[src/rtl/spi_wr_buffer_pkg.sv]
// Shared constants and the stored entry type for the SPI write buffer.
package wr_buf_pkg;

  // Default widths, matching the SPI frame receiver's write outputs.
  localparam int DEF_ADDR_W = 24;
  localparam int DEF_DATA_W = 32;

  // Width of the saturating dropped-write counter.
  localparam int DROP_CNT_W = 8;

  // One buffered write: address in the upper bits, data in the lower bits.
  typedef struct packed {
    logic [DEF_ADDR_W-1:0] addr;
    logic [DEF_DATA_W-1:0] data;
  } wr_entry_t;

  // Width needed to hold a fill level from 0 up to and including depth.
  function automatic int level_width(input int depth);
    return $clog2(depth) + 1;
  endfunction

endpackage

[src/rtl/spi_wr_buffer_if.sv]
// Write-strobe input, head-of-queue handshake and status bundle of the buffer.
interface spi_wr_buffer_if #(
  parameter int DEPTH  = 8,
  parameter int ADDR_W = wr_buf_pkg::DEF_ADDR_W,
  parameter int DATA_W = wr_buf_pkg::DEF_DATA_W
);
  localparam int LVL_W = wr_buf_pkg::level_width(DEPTH);

  // Producer side (SPI receiver)
  logic                            wr_en_in;
  logic [ADDR_W-1:0]               wr_address_in;
  logic [DATA_W-1:0]               wr_data_in;
  // Consumer side (memory / register file)
  logic                            rd_valid_out;
  logic                            rd_ready_in;
  logic [ADDR_W-1:0]               rd_address_out;
  logic [DATA_W-1:0]               rd_data_out;
  // Status and overflow control
  logic [LVL_W-1:0]                level_out;
  logic                            full_out;
  logic                            empty_out;
  logic                            overflow_out;
  logic                            clear_ovf_in;
  logic [wr_buf_pkg::DROP_CNT_W-1:0] drop_count_out;

  // The buffer itself
  modport slave (
    input  wr_en_in, wr_address_in, wr_data_in, rd_ready_in, clear_ovf_in,
    output rd_valid_out, rd_address_out, rd_data_out, level_out,
           full_out, empty_out, overflow_out, drop_count_out
  );

  // Whatever drives the buffer and consumes its head
  modport master (
    output wr_en_in, wr_address_in, wr_data_in, rd_ready_in, clear_ovf_in,
    input  rd_valid_out, rd_address_out, rd_data_out, level_out,
           full_out, empty_out, overflow_out, drop_count_out
  );

endinterface

[src/rtl/spi_wr_buffer_mem.sv]
// Entry storage: one synchronous write port, one asynchronous read port, no reset.
// The asynchronous read is what gives the buffer its fall-through head.
module wr_buf_mem
  import wr_buf_pkg::*;
#(
  parameter int  DEPTH   = 8,
  parameter type entry_t = wr_entry_t
) (
  input  logic                     clk,
  input  logic                     wr_en,
  input  logic [$clog2(DEPTH)-1:0] wr_addr,
  input  entry_t                   wr_entry,
  input  logic [$clog2(DEPTH)-1:0] rd_addr,
  output entry_t                   rd_entry
);

  entry_t mem [DEPTH];

  // Store the incoming entry at the write pointer; contents are never cleared.
  always_ff @(posedge clk) begin
    if (wr_en) begin
      mem[wr_addr] <= wr_entry;
    end
  end

  assign rd_entry = mem[rd_addr];

endmodule

[src/rtl/spi_wr_buffer.sv]
// First-word-fall-through buffer for decoded SPI write pulses. Holds pointers,
// the level counter (sole source of full/empty), overflow tracking and the
// zero-masking of the head outputs while empty.
module spi_wr_buffer
  import wr_buf_pkg::*;
#(
  parameter int DEPTH  = 8,
  parameter int ADDR_W = DEF_ADDR_W,
  parameter int DATA_W = DEF_DATA_W
) (
  input logic              spi_sck_in,
  input logic              reset_in_neg,
  spi_wr_buffer_if.slave   bus
);

  localparam int PTR_W = $clog2(DEPTH);
  localparam int LVL_W = level_width(DEPTH);
  localparam logic [LVL_W-1:0]      FULL_LVL = LVL_W'(DEPTH);
  localparam logic [DROP_CNT_W-1:0] DROP_MAX = '1;

  typedef struct packed {
    logic [ADDR_W-1:0] addr;
    logic [DATA_W-1:0] data;
  } entry_t;

  logic [PTR_W-1:0]      wr_ptr_reg, wr_ptr_next;
  logic [PTR_W-1:0]      rd_ptr_reg, rd_ptr_next;
  logic [LVL_W-1:0]      level_reg, level_next;
  logic                  overflow_reg, overflow_next;
  logic [DROP_CNT_W-1:0] drop_cnt_reg, drop_cnt_next;

  logic   full, empty, pop, push, drop;
  entry_t wr_entry, head_entry;

  assign full  = (level_reg == FULL_LVL);
  assign empty = (level_reg == '0);

  // Pop depends only on registered state plus ready, so valid never depends on ready.
  // A pop frees a slot in the same cycle, so a write at full with a pop is accepted.
  assign pop  = !empty && bus.rd_ready_in;
  assign push = bus.wr_en_in && (!full || pop);
  assign drop = bus.wr_en_in && full && !pop;

  // Next-state for pointers, level, sticky overflow and saturating drop counter.
  always_comb begin
    wr_ptr_next   = wr_ptr_reg;
    rd_ptr_next   = rd_ptr_reg;
    level_next    = level_reg;
    overflow_next = overflow_reg;
    drop_cnt_next = drop_cnt_reg;

    if (push) wr_ptr_next = wr_ptr_reg + PTR_W'(1);
    if (pop)  rd_ptr_next = rd_ptr_reg + PTR_W'(1);

    case ({push, pop})
      2'b10:   level_next = level_reg + LVL_W'(1);
      2'b01:   level_next = level_reg - LVL_W'(1);
      default: level_next = level_reg;
    endcase

    // A drop in the same cycle as a clear leaves the flag set.
    if (drop) begin
      overflow_next = 1'b1;
    end else if (bus.clear_ovf_in) begin
      overflow_next = 1'b0;
    end

    if (drop && (drop_cnt_reg != DROP_MAX)) begin
      drop_cnt_next = drop_cnt_reg + DROP_CNT_W'(1);
    end
  end

  // State register; reset empties the buffer immediately.
  always_ff @(posedge spi_sck_in or negedge reset_in_neg) begin
    if (!reset_in_neg) begin
      wr_ptr_reg   <= '0;
      rd_ptr_reg   <= '0;
      level_reg    <= '0;
      overflow_reg <= 1'b0;
      drop_cnt_reg <= '0;
    end else begin
      wr_ptr_reg   <= wr_ptr_next;
      rd_ptr_reg   <= rd_ptr_next;
      level_reg    <= level_next;
      overflow_reg <= overflow_next;
      drop_cnt_reg <= drop_cnt_next;
    end
  end

  assign wr_entry.addr = bus.wr_address_in;
  assign wr_entry.data = bus.wr_data_in;

  wr_buf_mem #(
    .DEPTH   (DEPTH),
    .entry_t (entry_t)
  ) u_mem (
    .clk      (spi_sck_in),
    .wr_en    (push),
    .wr_addr  (wr_ptr_reg),
    .wr_entry (wr_entry),
    .rd_addr  (rd_ptr_reg),
    .rd_entry (head_entry)
  );

  // Head outputs read as zero while empty so stale storage never leaks out.
  assign bus.rd_valid_out   = !empty;
  assign bus.rd_address_out = empty ? '0 : head_entry.addr;
  assign bus.rd_data_out    = empty ? '0 : head_entry.data;
  assign bus.level_out      = level_reg;
  assign bus.full_out       = full;
  assign bus.empty_out      = empty;
  assign bus.overflow_out   = overflow_reg;
  assign bus.drop_count_out = drop_cnt_reg;

endmodule

[src/flat_wrapper.sv]
// flat-port wrapper written by rule: the top's interface ports become plain ports
module spi_wr_buffer_flat import wr_buf_pkg::*;
#(
  parameter int DEPTH  = 8,
  parameter int ADDR_W = DEF_ADDR_W,
  parameter int DATA_W = DEF_DATA_W
)
  (spi_sck_in, reset_in_neg, bus_wr_en_in, bus_wr_address_in, bus_wr_data_in, bus_rd_ready_in, bus_clear_ovf_in, bus_rd_valid_out, bus_rd_address_out, bus_rd_data_out, bus_level_out, bus_full_out, bus_empty_out, bus_overflow_out, bus_drop_count_out);
  spi_wr_buffer_if #(.DEPTH(DEPTH), .ADDR_W(ADDR_W), .DATA_W(DATA_W)) bus_i ();
  input logic spi_sck_in;
  input logic reset_in_neg;
  input wire logic [$bits(bus_i.wr_en_in)-1:0] bus_wr_en_in;
  input wire logic [$bits(bus_i.wr_address_in)-1:0] bus_wr_address_in;
  input wire logic [$bits(bus_i.wr_data_in)-1:0] bus_wr_data_in;
  input wire logic [$bits(bus_i.rd_ready_in)-1:0] bus_rd_ready_in;
  input wire logic [$bits(bus_i.clear_ovf_in)-1:0] bus_clear_ovf_in;
  output wire logic [$bits(bus_i.rd_valid_out)-1:0] bus_rd_valid_out;
  output wire logic [$bits(bus_i.rd_address_out)-1:0] bus_rd_address_out;
  output wire logic [$bits(bus_i.rd_data_out)-1:0] bus_rd_data_out;
  output wire logic [$bits(bus_i.level_out)-1:0] bus_level_out;
  output wire logic [$bits(bus_i.full_out)-1:0] bus_full_out;
  output wire logic [$bits(bus_i.empty_out)-1:0] bus_empty_out;
  output wire logic [$bits(bus_i.overflow_out)-1:0] bus_overflow_out;
  output wire logic [$bits(bus_i.drop_count_out)-1:0] bus_drop_count_out;
  assign bus_i.wr_en_in = bus_wr_en_in;
  assign bus_i.wr_address_in = bus_wr_address_in;
  assign bus_i.wr_data_in = bus_wr_data_in;
  assign bus_i.rd_ready_in = bus_rd_ready_in;
  assign bus_i.clear_ovf_in = bus_clear_ovf_in;
  assign bus_rd_valid_out = bus_i.rd_valid_out;
  assign bus_rd_address_out = bus_i.rd_address_out;
  assign bus_rd_data_out = bus_i.rd_data_out;
  assign bus_level_out = bus_i.level_out;
  assign bus_full_out = bus_i.full_out;
  assign bus_empty_out = bus_i.empty_out;
  assign bus_overflow_out = bus_i.overflow_out;
  assign bus_drop_count_out = bus_i.drop_count_out;
  spi_wr_buffer #(.DEPTH(DEPTH), .ADDR_W(ADDR_W), .DATA_W(DATA_W)) u_core (.spi_sck_in(spi_sck_in), .reset_in_neg(reset_in_neg), .bus(bus_i));
endmodule
[config.mk]
export PLATFORM = sky130hd
export DESIGN_NAME = spi_wr_buffer_flat
export DESIGN_NICKNAME = d
export VERILOG_FILES = /design/src/rtl/spi_wr_buffer_pkg.sv /design/src/rtl/spi_wr_buffer_if.sv /design/src/rtl/spi_wr_buffer_mem.sv /design/src/rtl/spi_wr_buffer.sv /design/src/flat_wrapper.sv
export SDC_FILE = /design/constraint.sdc
export NUM_CORES = 1
export LEC_CHECK = 0
export CORE_MARGIN = 4
export CORE_UTILIZATION = 50
export DETAILED_ROUTE_END_ITERATION = 8
export GPL_TIMING_DRIVEN = 0
export PLACE_DENSITY = 0.67
export SYNTH_ARGS = -nofsm -noshare
export SYNTH_HDL_FRONTEND = slang
export SYNTH_SLANG_ARGS = --single-unit
[constraint.sdc]
create_clock -name spi_sck_in -period 11.19 [get_ports spi_sck_in]
set_input_delay 1.119 -clock spi_sck_in [delete_from_list [all_inputs] [get_ports spi_sck_in]]
set_output_delay 1.119 -clock spi_sck_in [all_outputs]
set_load 0.01 [all_outputs]
==> impl_metrics.env, run 1 <==
export IMPL_status="finished clean"
export IMPL_cp_max_fo=10
export IMPL_cts_sinks=467
export IMPL_cts_resized=0
export IMPL_rsz0062_at_grt="no"
export IMPL_maxCapViolations=0
export IMPL_synth_area_leaders="edfxtp_1, mux4_2, mux2i_1"
export IMPL_wl_per_cell_um=24.3
export IMPL_syn_avg_cell_area_sq_um=22.2
export IMPL_netlist_instances=810
export IMPL_grt_max_degree=26
export IMPL_multi_input_area_sq_um=3900
export IMPL_ys_seq_area_frac=0.775
export IMPL_grt_pass1_vias=8899
export IMPL_min_path_type="flop to flop"
export IMPL_regArea_sq_um=13900
export IMPL_viasPerCell=5.65
export IMPL_relSlewSlack=0.379
export IMPL_largest_reg_flops=448
export IMPL_critPathKind="flop to output port"
export IMPL_numCtsBuffers=47
export IMPL_nets=1085
export IMPL_synth_largest_area_cell="edfxtp_1"
export IMPL_finalSetupViolCount=0
export IMPL_fin_util=0.616
export IMPL_ant_nets=0
export IMPL_synth_edff_count=448
export IMPL_core_region_area_sq_um=35500
export IMPL_hold_buffers=0
export IMPL_hold_ws_ns=0.484
export IMPL_synthDistinctLibCells=35
export IMPL_grt_antenna_before_repair=3
export IMPL_routed_wl_mm=36.8
export IMPL_yosys_warnings=0
export IMPL_drt_iter0_markers=557
export IMPL_cts_buffer_depth=3
export IMPL_cp_required_ns=10.07
export IMPL_p_per_area_nw_per_um2=260
export IMPL_io_buffers=132
export IMPL_dr_pass1_iters=5
export IMPL_dpl_cell_area_sq_um=20400
export IMPL_tightest_slew_ns=0.926
export IMPL_cts_setup_buffers=0
export IMPL_fp_dieW_um=198
export IMPL_via_count=8560
export IMPL_htree_levels=2
export IMPL_crit_arrival_ns=3.47
export IMPL_cts_tree="yes"
export IMPL_setup_tns_ns=0
export IMPL_initial_core_util=0.506
export IMPL_grt_overflow=0
export IMPL_post_route_drc_count=0
export IMPL_max_stage_delay_ns=0.61
export IMPL_num_fill_cells=2491
export IMPL_die_area_sq_um=39000
export IMPL_final_area_sq_um=21900
export IMPL_crit_path_top_delay_cell="buf_1"
export IMPL_synth_top_area_share=0.749
export IMPL_power_leakage_nw=7.27
export IMPL_grt_usage=0.189
export IMPL_synthArstFlopShare=0.0407
export IMPL_top_register="u_core.u_mem.mem"
export IMPL_synth_nets=877
export IMPL_clock_root_buffer="clkbuf_16"
export IMPL_finalCritPeriodShare=0.410
export IMPL_finalHoldViolations=0
export IMPL_endpoint_kind="output port"
export IMPL_place_congestion=0.728
export IMPL_worst_ir_drop_vdd_mv=0.150
export IMPL_dp_hpwl_mm=23.1
export IMPL_fin_skew_ns=0.0110
export IMPL_min_period_ns=4.59
export IMPL_fmax_ghz=0.218
export IMPL_crit_chain="clkbuf_1, buf_2, buf_1, mux4_2, mux2i_1, nor2_1, clkdlybuf4s50_1"
export IMPL_synth_area_sq_um=18000
export IMPL_grt_first_pass_wirelength_mm=55.6
export IMPL_ys_ff_latch=467
export IMPL_start_kind="flop"
export IMPL_ioPinCount=133
export IMPL_drv_slew=0
export IMPL_clock_latency_ns=0.54
export IMPL_rows=69
export IMPL_path_clk_slew_ns=0.06
export IMPL_area_growth_pct=21.7
export IMPL_synthFlopType="edfxtp_1"
export IMPL_drive_gt1_frac=0.224
export IMPL_die_h_um=198
-- worst max-delay path, delay by kind of cell, from the launching register on --
family / cells / cell delay, ns
buffers and inverters: 4 / 1.92
DFF: 1 / 0.34
muxes: 2 / 0.40
and+or+nand+nor: 1 / 0.27
-- layer usage --
| layer | vias up | global-route usage | part of all wire |
|---|---|---|---|
| met5 | - | 0 | 0.00073 |
| li1 | 3758 | - | - |
| met4 | 4 | 0.0393 | 0.015 |
| met1 | 4511 | 0.274 | 0.42 |
| met3 | 49 | 0.0314 | 0.057 |
| met2 | 238 | 0.312 | 0.50 |
-- final timing paths --
kind	start	to	slack, ns	cells past startpoint
max in group asynchronous	reset_in_neg	u_core.bus.level_out[0]	9.52	1
setup / recovery	u_core.rd_ptr_reg[1]	bus_rd_data_out[31]	6.60	7
setup reg to reg	u_core.bus.level_out[0]	u_core.u_mem.mem[0][15]	8.14	8
hold / removal	u_core.bus.overflow_out	u_core.bus.overflow_out	0.48	1
hold reg to reg	u_core.bus.overflow_out	u_core.bus.overflow_out	0.48	1
min in group asynchronous	reset_in_neg	u_core.rd_ptr_reg[0]	1.10	1
-- placed cells by master, fill, tap and decap left out, drive strengths merged --
cell type,n
a2111oi,2
a21o,1
a21oi,1
a31oi,1
a41oi,1
and2,1
and3,1
and4,1
buf,53
bufinv,1
clkbuf,82
clkdlybuf4s50,132
clkinv,11
clkinvlp,1
dfrtp,19
diode,2
edfxtp,448
ha,6
inv,7
mux2,4
mux2i,57
mux4,112
nand2,11
nand2b,5
nand3,1
nand3b,1
nand4,4
nor2,65
nor2b,1
nor3,4
nor4,1
nor4b,1
o21a,1
or4,1
or4b,1
xnor2,7
xor2,5
-- power breakdown --
group / total (mW) / switching, mW / internal (mW)
logic: 1.98 / 0.980 / 1.00
clock network: 1.47 / 0.612 / 0.860
registers: 2.23 / 0.0677 / 2.16
total: 5.68 / 1.66 / 4.02
-- synthesized netlist by cell type (3+ instances only) --
cell type and count:
clkbuf_1 14, inv_1 6, mux2i_1 57, buf_1 10, edfxtp_1 448, ha_1 6, nand4_1 4, xor2_1 5
buf_2 16, nor3_1 3, nand2_1 11, mux2_2 4, mux4_2 112, nand2b_1 5, nor2_1 65, dfrtp_1 19
xnor2_1 7
-- kinds of logic (layout without fill, tap and decap cells) --
kind of cell,Yosys count,in the layout,share of synthesized area
adder cells (fa/ha/maj),6,6,0.00418
XOR/XNOR,12,12,0.00585
other,0,2,0
buffers and inverters,46,287,0.0107
AND/OR/NAND/NOR,99,99,0.0253
AO/OA/AOI/OAI,7,7,0.00397
flip-flops,467,467,0.775
multiplexers,173,173,0.175
-- stage by stage --
stage / worst slack, ns / total power, mW / std cells
floorplan: 5.41 / 3.39 / 810
global placement: 0.646 / 4.23 / 1403
detailed placement: 6.99 / 4.29 / 1430
CTS: 6.53 / 5.77 / 1512
global route: 6.41 / 5.97 / 1513
finish: 6.60 / 5.68 / 1514
-- layout make-up --
| cell class | count | share of cell area |
|---|---|---|
| multi-input combinational | 297 | 0.178 |
| inverter | 6 | 0.00103 |
| timing repair buffer | 159 | 0.0829 |
| buffer | 40 | 0.00778 |
| tap | 461 | 0.0264 |
| sequential | 467 | 0.637 |
| clock buffer | 68 | 0.0621 |
| clock inverter | 14 | 0.00429 |
| antenna | 2 | 0.000229 |
Note: power is estimated with default switching activity, not from simulation.
==> run 2, diff against run 1 <==
==> constraint.sdc (replaced) <==
create_clock -name spi_sck_in -period 4.51 [get_ports spi_sck_in]
set_input_delay 0.451 -clock spi_sck_in [delete_from_list [all_inputs] [get_ports spi_sck_in]]
set_output_delay 0.451 -clock spi_sck_in [all_outputs]
set_load 0.01 [all_outputs]
==> run 2 against run 1 <==
Against the previous run:
- combinational power is 150% higher
- count of clock-buffer cells in the layout is 3 lower
- via count is 0.29% higher
- core utilization is 0.18 points lower
- worst setup slack worse by 6.0 ns
- critical path depth stayed put
- total power is 150% higher
- clock power is 150% higher
- wire length is 1.4% lower
- register-to-register slack worse by 6.3 ns
- largest power group unchanged
==> impl_metrics.env, run 2 (synthesis gave the netlist of run 1 again) <==
export IMPL_grt_usage=0.190
export IMPL_htree_levels=2
export IMPL_start_kind="flop"
export IMPL_setup_slack_ns=0.553
export IMPL_cts_tree="yes"
export IMPL_power_leakage_nw=7.22
export IMPL_fin_skew_ns=0.00824
export IMPL_path_clk_slew_ns=0.06
export IMPL_num_fill_cells=2530
export IMPL_maxCapViolations=0
export IMPL_min_period_ns=3.96
export IMPL_cts_sinks=467
export IMPL_crit_chain="clkbuf_1, buf_2, buf_1, mux4_2, mux2i_1, nor2_1, clkdlybuf4s50_1"
export IMPL_grt_antenna_before_repair=3
export IMPL_p_per_area_nw_per_um2=644
export IMPL_die_area_sq_um=39000
export IMPL_mostFrequentLayoutCell="edfxtp_1"
export IMPL_relSlewSlack=0.361
export IMPL_place_congestion=0.715
export IMPL_viasPerCell=5.68
export IMPL_io_buffers=132
export IMPL_crit_path_top_delay_cell="buf_1"
export IMPL_grt_first_pass_wirelength_mm=55.4
export IMPL_rsz0062_at_grt="no"
export IMPL_finalHoldViolations=0
export IMPL_critPathKind="flop to output port"
export IMPL_area_growth_pct=21.3
export IMPL_cp_required_ns=4.06
export IMPL_finalSetupViolCount=0
export IMPL_endpoint_kind="output port"
export IMPL_status="finished clean"
export IMPL_grt_max_degree=26
export IMPL_ant_nets=0
export IMPL_top_register="u_core.u_mem.mem"
export IMPL_rows=69
export IMPL_fp_dieW_um=198
export IMPL_place_ws_ns=1.12
export IMPL_post_route_drc_count=0
export IMPL_hold_buffers=0
export IMPL_dr_pass1_iters=5
export IMPL_wl_per_cell_um=24.0
export IMPL_routed_wl_mm=36.3
export IMPL_largest_reg_flops=448
export IMPL_cp_max_fo=10
export IMPL_grt_pass1_vias=8809
export IMPL_die_h_um=198
export IMPL_worst_ir_drop_vdd_mv=0.355
export IMPL_core_region_area_sq_um=35500
export IMPL_cts_buffer_depth=3
export IMPL_total_power_mw=14.0
export IMPL_clock_root_buffer="clkbuf_16"
export IMPL_fmax_ghz=0.253
export IMPL_drt_iter0_markers=685
export IMPL_cts_setup_buffers=0
export IMPL_ioPinCount=133
export IMPL_min_path_type="input pin to async pin"
export IMPL_via_count=8585
export IMPL_numCtsBuffers=47
export IMPL_tightest_slew_ns=0.955
export IMPL_crit_arrival_ns=3.51
export IMPL_drv_slew=0
export IMPL_nets=1078
export IMPL_clock_latency_ns=0.54
export IMPL_finalCritPeriodShare=0.877
export IMPL_cts_resized=0
export IMPL_hold_ws_ns=0.441
export IMPL_initial_core_util=0.506
export IMPL_drive_gt1_frac=0.214
export IMPL_final_cell_mix="edfxtp_1, clkdlybuf4s50_1, mux4_2, nor2_1, mux2i_1"
export IMPL_max_stage_delay_ns=0.67
export IMPL_dp_hpwl_mm=22.4
export IMPL_grt_overflow=0
## run 2: final timing paths
path                                          from                            to  slack, ns  depth (start not counted)
max                           u_core.rd_ptr_reg[1]        bus_rd_address_out[20]       0.55                          7
min                                   reset_in_neg  u_core.bus.drop_count_out[4]       0.44                          1
max reg2reg                u_core.bus.level_out[1]       u_core.bus.level_out[2]       1.82                         10
min reg2reg                u_core.bus.overflow_out       u_core.bus.overflow_out       0.50                          1
max in group asynchronous             reset_in_neg          u_core.rd_ptr_reg[0]       3.48                          1
min in group spi_sck_in           bus_clear_ovf_in       u_core.bus.overflow_out       0.48                          3
## run 2: per-layer routing
metal,wire [um],share of wire,global-route usage,up-vias
met1,15700,0.43,0.276,4535
met2,18000,0.50,0.308,234
li1,-,-,-,3755
met3,1870,0.052,0.0288,59
met5,13,0.00036,0,-
met4,710,0.020,0.0490,2
## run 2: final cells by class
cell class / count / area [sq um] / share of cell area
antenna: 2 / 5.00 / 0.000230
buffer: 40 / 170 / 0.00781
clock buffer: 65 / 1290 / 0.0590
clock inverter: 22 / 148 / 0.00677
inverter: 6 / 22.5 / 0.00103
multi-input combinational: 297 / 3910 / 0.179
sequential: 467 / 13900 / 0.639
tap: 461 / 577 / 0.0265
timing repair buffer: 152 / 1750 / 0.0804
## run 2: metrics by stage
stage,TNS (ns),util,instances,cell area [sq um]
2_1_floorplan,0,-,810,18000
3_3_place_gp,-989.61,0.560,1403,19900
3_5_place_dp,0,0.574,1423,20400
4_1_cts,0,0.614,1510,21800
5_1_grt,0,0.614,1511,21800
6_report,0,0.614,1512,21800
## run 2: power by group
group	switching, mW	total (mW)	leakage [nW]	internal, mW
clock network	1.51	3.62	0.697	2.10
registers	0.176	5.54	4.30	5.36
logic	2.41	4.89	2.22	2.48
total	4.10	14.0	7.22	9.94
## run 2: critical path, delay by kind of cell, from the launching register on
family | cells | cell delay (ns)
simple gates | 1 | 0.07
mux | 2 | 0.68
buf+inv | 4 | 1.88
flops | 1 | 0.34
